[src/rtl/uart_transceiver.sv]
// uart_transceiver: full-duplex UART between the host serial pins and the
// logic-analyser core. Both directions run from clk with integer bit-period
// counters (CLKS_PER_BIT = CLK_FREQ / BAUD_RATE, must be >= 4).
//
// Ports:
//   clk         system clock, rising edge
//   rst         synchronous active-high reset
//   rx          serial line from host (asynchronous, idle high)
//   tx          serial line to host (registered, idle high)
//   send_data   byte to transmit, taken when send_req && send_ready
//   send_req    one-cycle transmit request
//   send_ready  TX idle and able to accept a byte (registered)
//   recv_data   last correctly received byte
//   recv_valid  one-cycle pulse when recv_data is updated
//
// Build option: define UART_PARITY_EN to insert an even parity bit between
// data bit 7 and the stop bit in both directions (8E1). Undefined gives 8N1.

module uart_transceiver #(
    parameter int CLK_FREQ  = 50000000,
    parameter int BAUD_RATE = 115200
) (
    input  logic       clk,
    input  logic       rst,
    input  logic       rx,
    output logic       tx,
    input  logic [7:0] send_data,
    input  logic       send_req,
    output logic       send_ready,
    output logic [7:0] recv_data,
    output logic       recv_valid
);

    localparam int CPB = CLK_FREQ / BAUD_RATE;
    localparam int CW  = $clog2(CPB);
    localparam logic [CW-1:0] BIT_LAST  = CW'(CPB - 1);
    localparam logic [CW-1:0] HALF_LAST = CW'(CPB / 2 - 1);

`ifdef UART_PARITY_EN
    typedef enum logic [2:0] {TX_IDLE, TX_START, TX_DATA, TX_PARITY, TX_STOP} tx_state_t;
    typedef enum logic [2:0] {RX_IDLE, RX_START, RX_DATA, RX_PARITY, RX_STOP, RX_WAIT_HIGH} rx_state_t;
`else
    typedef enum logic [1:0] {TX_IDLE, TX_START, TX_DATA, TX_STOP} tx_state_t;
    typedef enum logic [2:0] {RX_IDLE, RX_START, RX_DATA, RX_STOP, RX_WAIT_HIGH} rx_state_t;
`endif

    // ------------------------------------------------------------------
    // Transmitter
    // ------------------------------------------------------------------
    tx_state_t     tx_state, tx_state_nxt;
    logic [CW-1:0] tx_cnt, tx_cnt_nxt;
    logic [2:0]    tx_idx, tx_idx_nxt;
    logic [7:0]    tx_shift, tx_shift_nxt;
    logic          tx_nxt, ready_nxt;
`ifdef UART_PARITY_EN
    logic          tx_par, tx_par_nxt;
`endif

    always_ff @(posedge clk) begin
        if (rst) begin
            tx_state   <= TX_IDLE;
            tx_cnt     <= '0;
            tx_idx     <= '0;
            tx_shift   <= '0;
            tx         <= 1'b1;
            send_ready <= 1'b1;
`ifdef UART_PARITY_EN
            tx_par     <= 1'b0;
`endif
        end else begin
            tx_state   <= tx_state_nxt;
            tx_cnt     <= tx_cnt_nxt;
            tx_idx     <= tx_idx_nxt;
            tx_shift   <= tx_shift_nxt;
            tx         <= tx_nxt;
            send_ready <= ready_nxt;
`ifdef UART_PARITY_EN
            tx_par     <= tx_par_nxt;
`endif
        end
    end

    // tx is registered, so each branch sets the line value for the bit that
    // starts on the coming edge.
    always_comb begin
        tx_state_nxt = tx_state;
        tx_cnt_nxt   = tx_cnt;
        tx_idx_nxt   = tx_idx;
        tx_shift_nxt = tx_shift;
        tx_nxt       = tx;
        ready_nxt    = send_ready;
`ifdef UART_PARITY_EN
        tx_par_nxt   = tx_par;
`endif
        case (tx_state)
            TX_IDLE: begin
                tx_nxt     = 1'b1;
                ready_nxt  = 1'b1;
                tx_cnt_nxt = '0;
                if (send_req) begin
                    tx_shift_nxt = send_data;
`ifdef UART_PARITY_EN
                    tx_par_nxt   = ^send_data;
`endif
                    tx_state_nxt = TX_START;
                    tx_nxt       = 1'b0;
                    ready_nxt    = 1'b0;
                end
            end
            TX_START: begin
                if (tx_cnt == BIT_LAST) begin
                    tx_cnt_nxt   = '0;
                    tx_idx_nxt   = '0;
                    tx_state_nxt = TX_DATA;
                    tx_nxt       = tx_shift[0];
                end else begin
                    tx_cnt_nxt = tx_cnt + 1'b1;
                end
            end
            TX_DATA: begin
                if (tx_cnt == BIT_LAST) begin
                    tx_cnt_nxt = '0;
                    if (tx_idx == 3'd7) begin
`ifdef UART_PARITY_EN
                        tx_state_nxt = TX_PARITY;
                        tx_nxt       = tx_par;
`else
                        tx_state_nxt = TX_STOP;
                        tx_nxt       = 1'b1;
`endif
                    end else begin
                        tx_idx_nxt   = tx_idx + 3'd1;
                        tx_shift_nxt = {1'b0, tx_shift[7:1]};
                        tx_nxt       = tx_shift[1];
                    end
                end else begin
                    tx_cnt_nxt = tx_cnt + 1'b1;
                end
            end
`ifdef UART_PARITY_EN
            TX_PARITY: begin
                if (tx_cnt == BIT_LAST) begin
                    tx_cnt_nxt   = '0;
                    tx_state_nxt = TX_STOP;
                    tx_nxt       = 1'b1;
                end else begin
                    tx_cnt_nxt = tx_cnt + 1'b1;
                end
            end
`endif
            TX_STOP: begin
                if (tx_cnt == BIT_LAST) begin
                    tx_cnt_nxt   = '0;
                    tx_state_nxt = TX_IDLE;
                    tx_nxt       = 1'b1;
                    ready_nxt    = 1'b1;
                end else begin
                    tx_cnt_nxt = tx_cnt + 1'b1;
                end
            end
            default: begin
                tx_state_nxt = TX_IDLE;
                tx_cnt_nxt   = '0;
                tx_nxt       = 1'b1;
                ready_nxt    = 1'b1;
            end
        endcase
    end

    // ------------------------------------------------------------------
    // Receiver
    // ------------------------------------------------------------------
    logic          rx_s1, rx_s;
    rx_state_t     rx_state, rx_state_nxt;
    logic [CW-1:0] rx_cnt, rx_cnt_nxt;
    logic [2:0]    rx_idx, rx_idx_nxt;
    logic [7:0]    rx_shift, rx_shift_nxt;
    logic [7:0]    data_nxt;
    logic          valid_nxt;
`ifdef UART_PARITY_EN
    logic          rx_par_ok, rx_par_ok_nxt;
`endif

    always_ff @(posedge clk) begin
        if (rst) begin
            rx_s1      <= 1'b1;
            rx_s       <= 1'b1;
            rx_state   <= RX_IDLE;
            rx_cnt     <= '0;
            rx_idx     <= '0;
            rx_shift   <= '0;
            recv_data  <= '0;
            recv_valid <= 1'b0;
`ifdef UART_PARITY_EN
            rx_par_ok  <= 1'b0;
`endif
        end else begin
            rx_s1      <= rx;
            rx_s       <= rx_s1;
            rx_state   <= rx_state_nxt;
            rx_cnt     <= rx_cnt_nxt;
            rx_idx     <= rx_idx_nxt;
            rx_shift   <= rx_shift_nxt;
            recv_data  <= data_nxt;
            recv_valid <= valid_nxt;
`ifdef UART_PARITY_EN
            rx_par_ok  <= rx_par_ok_nxt;
`endif
        end
    end

    // After the half-bit start check, every later sample lands a full bit
    // period on, i.e. in the middle of each bit.
    always_comb begin
        rx_state_nxt = rx_state;
        rx_cnt_nxt   = rx_cnt;
        rx_idx_nxt   = rx_idx;
        rx_shift_nxt = rx_shift;
        data_nxt     = recv_data;
        valid_nxt    = 1'b0;
`ifdef UART_PARITY_EN
        rx_par_ok_nxt = rx_par_ok;
`endif
        case (rx_state)
            RX_IDLE: begin
                rx_cnt_nxt = '0;
                if (!rx_s) rx_state_nxt = RX_START;
            end
            RX_START: begin
                if (rx_cnt == HALF_LAST) begin
                    rx_cnt_nxt = '0;
                    rx_idx_nxt = '0;
                    rx_state_nxt = rx_s ? RX_IDLE : RX_DATA;
                end else begin
                    rx_cnt_nxt = rx_cnt + 1'b1;
                end
            end
            RX_DATA: begin
                if (rx_cnt == BIT_LAST) begin
                    rx_cnt_nxt   = '0;
                    rx_shift_nxt = {rx_s, rx_shift[7:1]};
                    if (rx_idx == 3'd7) begin
`ifdef UART_PARITY_EN
                        rx_state_nxt = RX_PARITY;
`else
                        rx_state_nxt = RX_STOP;
`endif
                    end else begin
                        rx_idx_nxt = rx_idx + 3'd1;
                    end
                end else begin
                    rx_cnt_nxt = rx_cnt + 1'b1;
                end
            end
`ifdef UART_PARITY_EN
            RX_PARITY: begin
                if (rx_cnt == BIT_LAST) begin
                    rx_cnt_nxt    = '0;
                    rx_par_ok_nxt = ((^rx_shift) == rx_s);
                    rx_state_nxt  = RX_STOP;
                end else begin
                    rx_cnt_nxt = rx_cnt + 1'b1;
                end
            end
`endif
            RX_STOP: begin
                if (rx_cnt == BIT_LAST) begin
                    rx_cnt_nxt = '0;
                    if (rx_s) begin
                        rx_state_nxt = RX_IDLE;
`ifdef UART_PARITY_EN
                        if (rx_par_ok) begin
                            data_nxt  = rx_shift;
                            valid_nxt = 1'b1;
                        end
`else
                        data_nxt  = rx_shift;
                        valid_nxt = 1'b1;
`endif
                    end else begin
                        // framing error / break: wait for the line to recover
                        rx_state_nxt = RX_WAIT_HIGH;
                    end
                end else begin
                    rx_cnt_nxt = rx_cnt + 1'b1;
                end
            end
            RX_WAIT_HIGH: begin
                rx_cnt_nxt = '0;
                if (rx_s) rx_state_nxt = RX_IDLE;
            end
            default: begin
                rx_state_nxt = RX_IDLE;
                rx_cnt_nxt   = '0;
            end
        endcase
    end

endmodule

[config.mk]
export PLATFORM = sky130hd
export DESIGN_NAME = uart_transceiver
export DESIGN_NICKNAME = d
export VERILOG_FILES = /design/src/rtl/uart_transceiver.sv
export SDC_FILE = /design/constraint.sdc
export NUM_CORES = 1
export LEC_CHECK = 0
export BUFFER_PORTS_ARGS = -buffer_cell sky130_fd_sc_hd__buf_2
export CAP_MARGIN = 20
export CORE_MARGIN = 4
export CORE_UTILIZATION = 32
export DETAILED_ROUTE_END_ITERATION = 16
export GPL_TIMING_DRIVEN = 0
export MAX_ROUTING_LAYER = met4
export SYNTH_ARGS = -nofsm -noshare
export SYNTH_HDL_FRONTEND = slang
export SYNTH_SLANG_ARGS = --single-unit
[constraint.sdc]
create_clock -name clk -period 2.6 [get_ports clk]
set_clock_uncertainty 0.2 [all_clocks]
set_input_delay 0.13 -clock clk [delete_from_list [all_inputs] [get_ports clk]]
set_output_delay 0.13 -clock clk [all_outputs]
set_load 0.03 [all_outputs]
==> flow_metrics.tcl <==
set metrics [dict create \
    p_per_area_nw_per_um2 796 \
    path_max_fanout 10 \
    critPathArrivalTime_ps 2280 \
    io_pins 23 \
    htree_levels 3 \
    layout_commonest_cell "dfxtp_1" \
    crit_chain "inv_1 > ha_1 > clkbuf_1 > buf_1 > mux2i_1 > a211oi_1" \
    p_total_uw 2590 \
    cts_setup_buffers 0 \
    cts.sinks 58 \
    tns_ps 0 \
    n_antenna_cell 0 \
    critPathSlowestCell "buf_1" \
    synth_fa_ha_area_frac 0.0656 \
    ff_latch_area_um2 1160 \
    crit_required_ps 2640 \
    cts_buffers 9 \
    grt_pass1_wl_um 9130 \
    areaGrowthSynthToFinish_pct 21.7 \
    start_kind "flop" \
    io_buffer_count 22 \
    synth_edf_count 0 \
    synth_nets 308 \
    netlist_instances 282 \
    hold_viol 0 \
    final_cell_mix "58 x dfxtp_1, 47 x nor2_1, 24 x mux2i_1, 24 x buf_2, 14 x ha_1" \
    fin_util 0.398 \
    avgSynthCellArea_um2 9.47 \
    internal_power_uw 1780 \
    vias 2075 \
    cts_tree "done" \
    fmax_ghz 0.447 \
    hp-start "rst" \
    num_rows 33 \
    core_area_um2 8180 \
    ys_seq_elements 58 \
    setup_violations 0 \
    rsz0062_at_grt "no" \
    seqPwrFrac 0.398 \
    path_clk_slew_ps 70 \
    die_w_um 99.4 \
    rr_startpoint "tx_state[0]" \
    clock_path_buffers 2 \
    clk_latency_ps 340 \
    slew_headroom 0.616 \
    end_kind "flop" \
    postRouteAntennaNets 0 \
    layout_min_cycle_time_ps 2240 \
    power_switching_uw 808 \
    wl_per_cell_um 12.0 \
    post-route-period-util 0.861 \
    startpoint "tx_state[0]" \
    drc 0 \
    grt_use_total 0.117 \
    cts-root-buf "clkbuf_8" \
    power_frac_comb 0.244 \
    grt-ovfl-total 0 \
    antenna_found_initial 0 \
    initial_core_util 0.327 \
    routed_via_density 4.77 \
    p_leak_uw 0.00115 \
    multi_input_area_um2 1420 \
    synth_top_family_by_area "simple AND/OR/NAND/NOR gates" \
    synth_seq_area_share 0.435 \
    yosys.cell_types.count 48 \
    die_area_um2 9870 \
    status "finished, final reports clean" \
    fill_cells 828 \
    setup_slack_ps 361 \
    worst_pin_slew_ps 575 \
    peakVddDrop_mv 0.259 \
    gp_congestion 0.819 \
    dp_hpwl_um 3540 \
    pre_cts_ws_ps 256 \
    min_path_type "in -> reg" \
    muxShareOfSynthArea 0.0899 \
    nNetsFinal 351 \
    grt_pass1_vias 1975 \
    synth-simple-area-share 0.202 \
    final-max-slew-violation-count 0 \
    async_flop_share 0 \
    synth_compound_area_frac 0.125 \
    first_iter_violations 116 \
    p_sw_frac 0.312 \
    die_y_um 99.4 \
    pwr-share-clk 0.359 \
    syn_area_um2 2670 \
    yosys_warnings 0 \
    grt_max_degree 13 \
    routed_wl_um 5210 \
    max_cap_viol_count 0 \
    synth_xor_area_frac 0.0459 \
    synth-main-ff-cell "dfxtp_1" \
    slowest_delay_ps 510 \
    drive_gt1_frac 0.167 \
    dr.pass1.iters 4 \
    crit_type "reg -> reg" \
]
## area by class of cell
cell class                 instances  area share
tap                              105      0.0404
buffer                            12      0.0181
timing repair buffer              32      0.0647
clock buffer                       9      0.0381
clock inverter                     7      0.0312
multi-input combinational        201       0.438
sequential                        58       0.357
inverter                          11      0.0127
## sequential cells by signal (all words and copies together) (netlist names), 2 cells and up
| register | flops |
|---|---|
| tx_cnt | 9 |
| rx_state | 3 |
| rx_cnt | 9 |
| tx_idx | 3 |
| recv_data | 8 |
| tx_shift | 8 |
| tx_state | 2 |
| rx_idx | 3 |
| rx_shift | 8 |
## power by group through the flow
stage	Sequential (µW)	Combinational (µW)	Clock, µW
5_1_grt	1040	707	1000
2_1_floorplan	1060	453	0
4_1_cts	1030	616	965
6_report	1030	630	928
3_5_place_dp	1050	603	0
3_3_place_gp	1040	590	0
## layer usage
layer,global-route usage,vias to the layer above,part of all wire
li1,-,1088,-
met1,0.140,948,0.49
met2,0.185,33,0.45
met3,0.0442,6,0.044
met4,0.0347,0,0.014
met5,-,-,0
## cell usage after synthesis, drive strengths merged, types with 2 or more instances
library cell / count / area share
xor2: 4 / 0.013
a21oi: 12 / 0.022
o41ai: 3 / 0.0098
or4b: 3 / 0.013
nor3: 6 / 0.015
buf: 6 / 0.014
or3b: 2 / 0.0066
nand2b: 9 / 0.021
or2: 2 / 0.0047
nand2: 8 / 0.011
xnor2: 10 / 0.033
nand3: 8 / 0.015
and3: 2 / 0.0047
o21ai: 6 / 0.011
a211o: 2 / 0.0066
nor2: 47 / 0.066
nor2b: 2 / 0.0047
a211oi: 10 / 0.028
nand4: 4 / 0.0094
dfxtp: 58 / 0.43
a31oi: 3 / 0.0070
clkbuf: 6 / 0.0084
nor4: 3 / 0.014
mux2i: 24 / 0.090
inv: 11 / 0.015
o211ai: 2 / 0.0056
ha: 14 / 0.066
o31ai: 2 / 0.011
## per-stage QoR
step / hold slack [ps] / std cells / cell area (µm²)
6_report: 204 / 435 / 3250
5_1_grt: 223 / 435 / 3250
4_1_cts: 204 / 435 / 3240
3_5_place_dp: 128 / 409 / 2910
3_3_place_gp: 121 / 409 / 2910
2_1_floorplan: 33.8 / 282 / 2670
## logic make-up (layout without fill, tap and decap cells)
family,after synthesis,in the layout
AO/OA/AOI/OAI,47,47
XOR/XNOR,14,14
adder cells (fa/ha/maj),14,14
buffers and inverters,23,71
flip-flops,58,58
multiplexers,24,24
AND/OR/NAND/NOR,102,102
## path summary, 6_finish.rpt
| check | endpoint | slack, ps | cells after the start |
|---|---|---|---|
| worst min register to register | rx_s | 210 | 1 |
| worst max register to register | tx_shift[2] | 360 | 6 |
| worst max-delay path | tx_shift[2] | 360 | 6 |
| worst min-delay path | tx_cnt[1] | 200 | 4 |
## critical path, delay by kind of cell, from the launching register on
kind	cells	cell delay [ps]
flip-flops	1	340
buffers and inverters	3	1030
multiplexers	1	150
adder cells (fa/ha/maj)	1	150
AO/OA/AOI/OAI	1	270
## what timing repair did
action / in CTS / in global routing
endpoints found under the hold margin: 10 / 0
hold buffers: 10 / 0
gates resized for setup: 0 / 2
endpoints found under the setup margin: 0 / 2
Note: power is estimated with default switching activity, not from simulation.
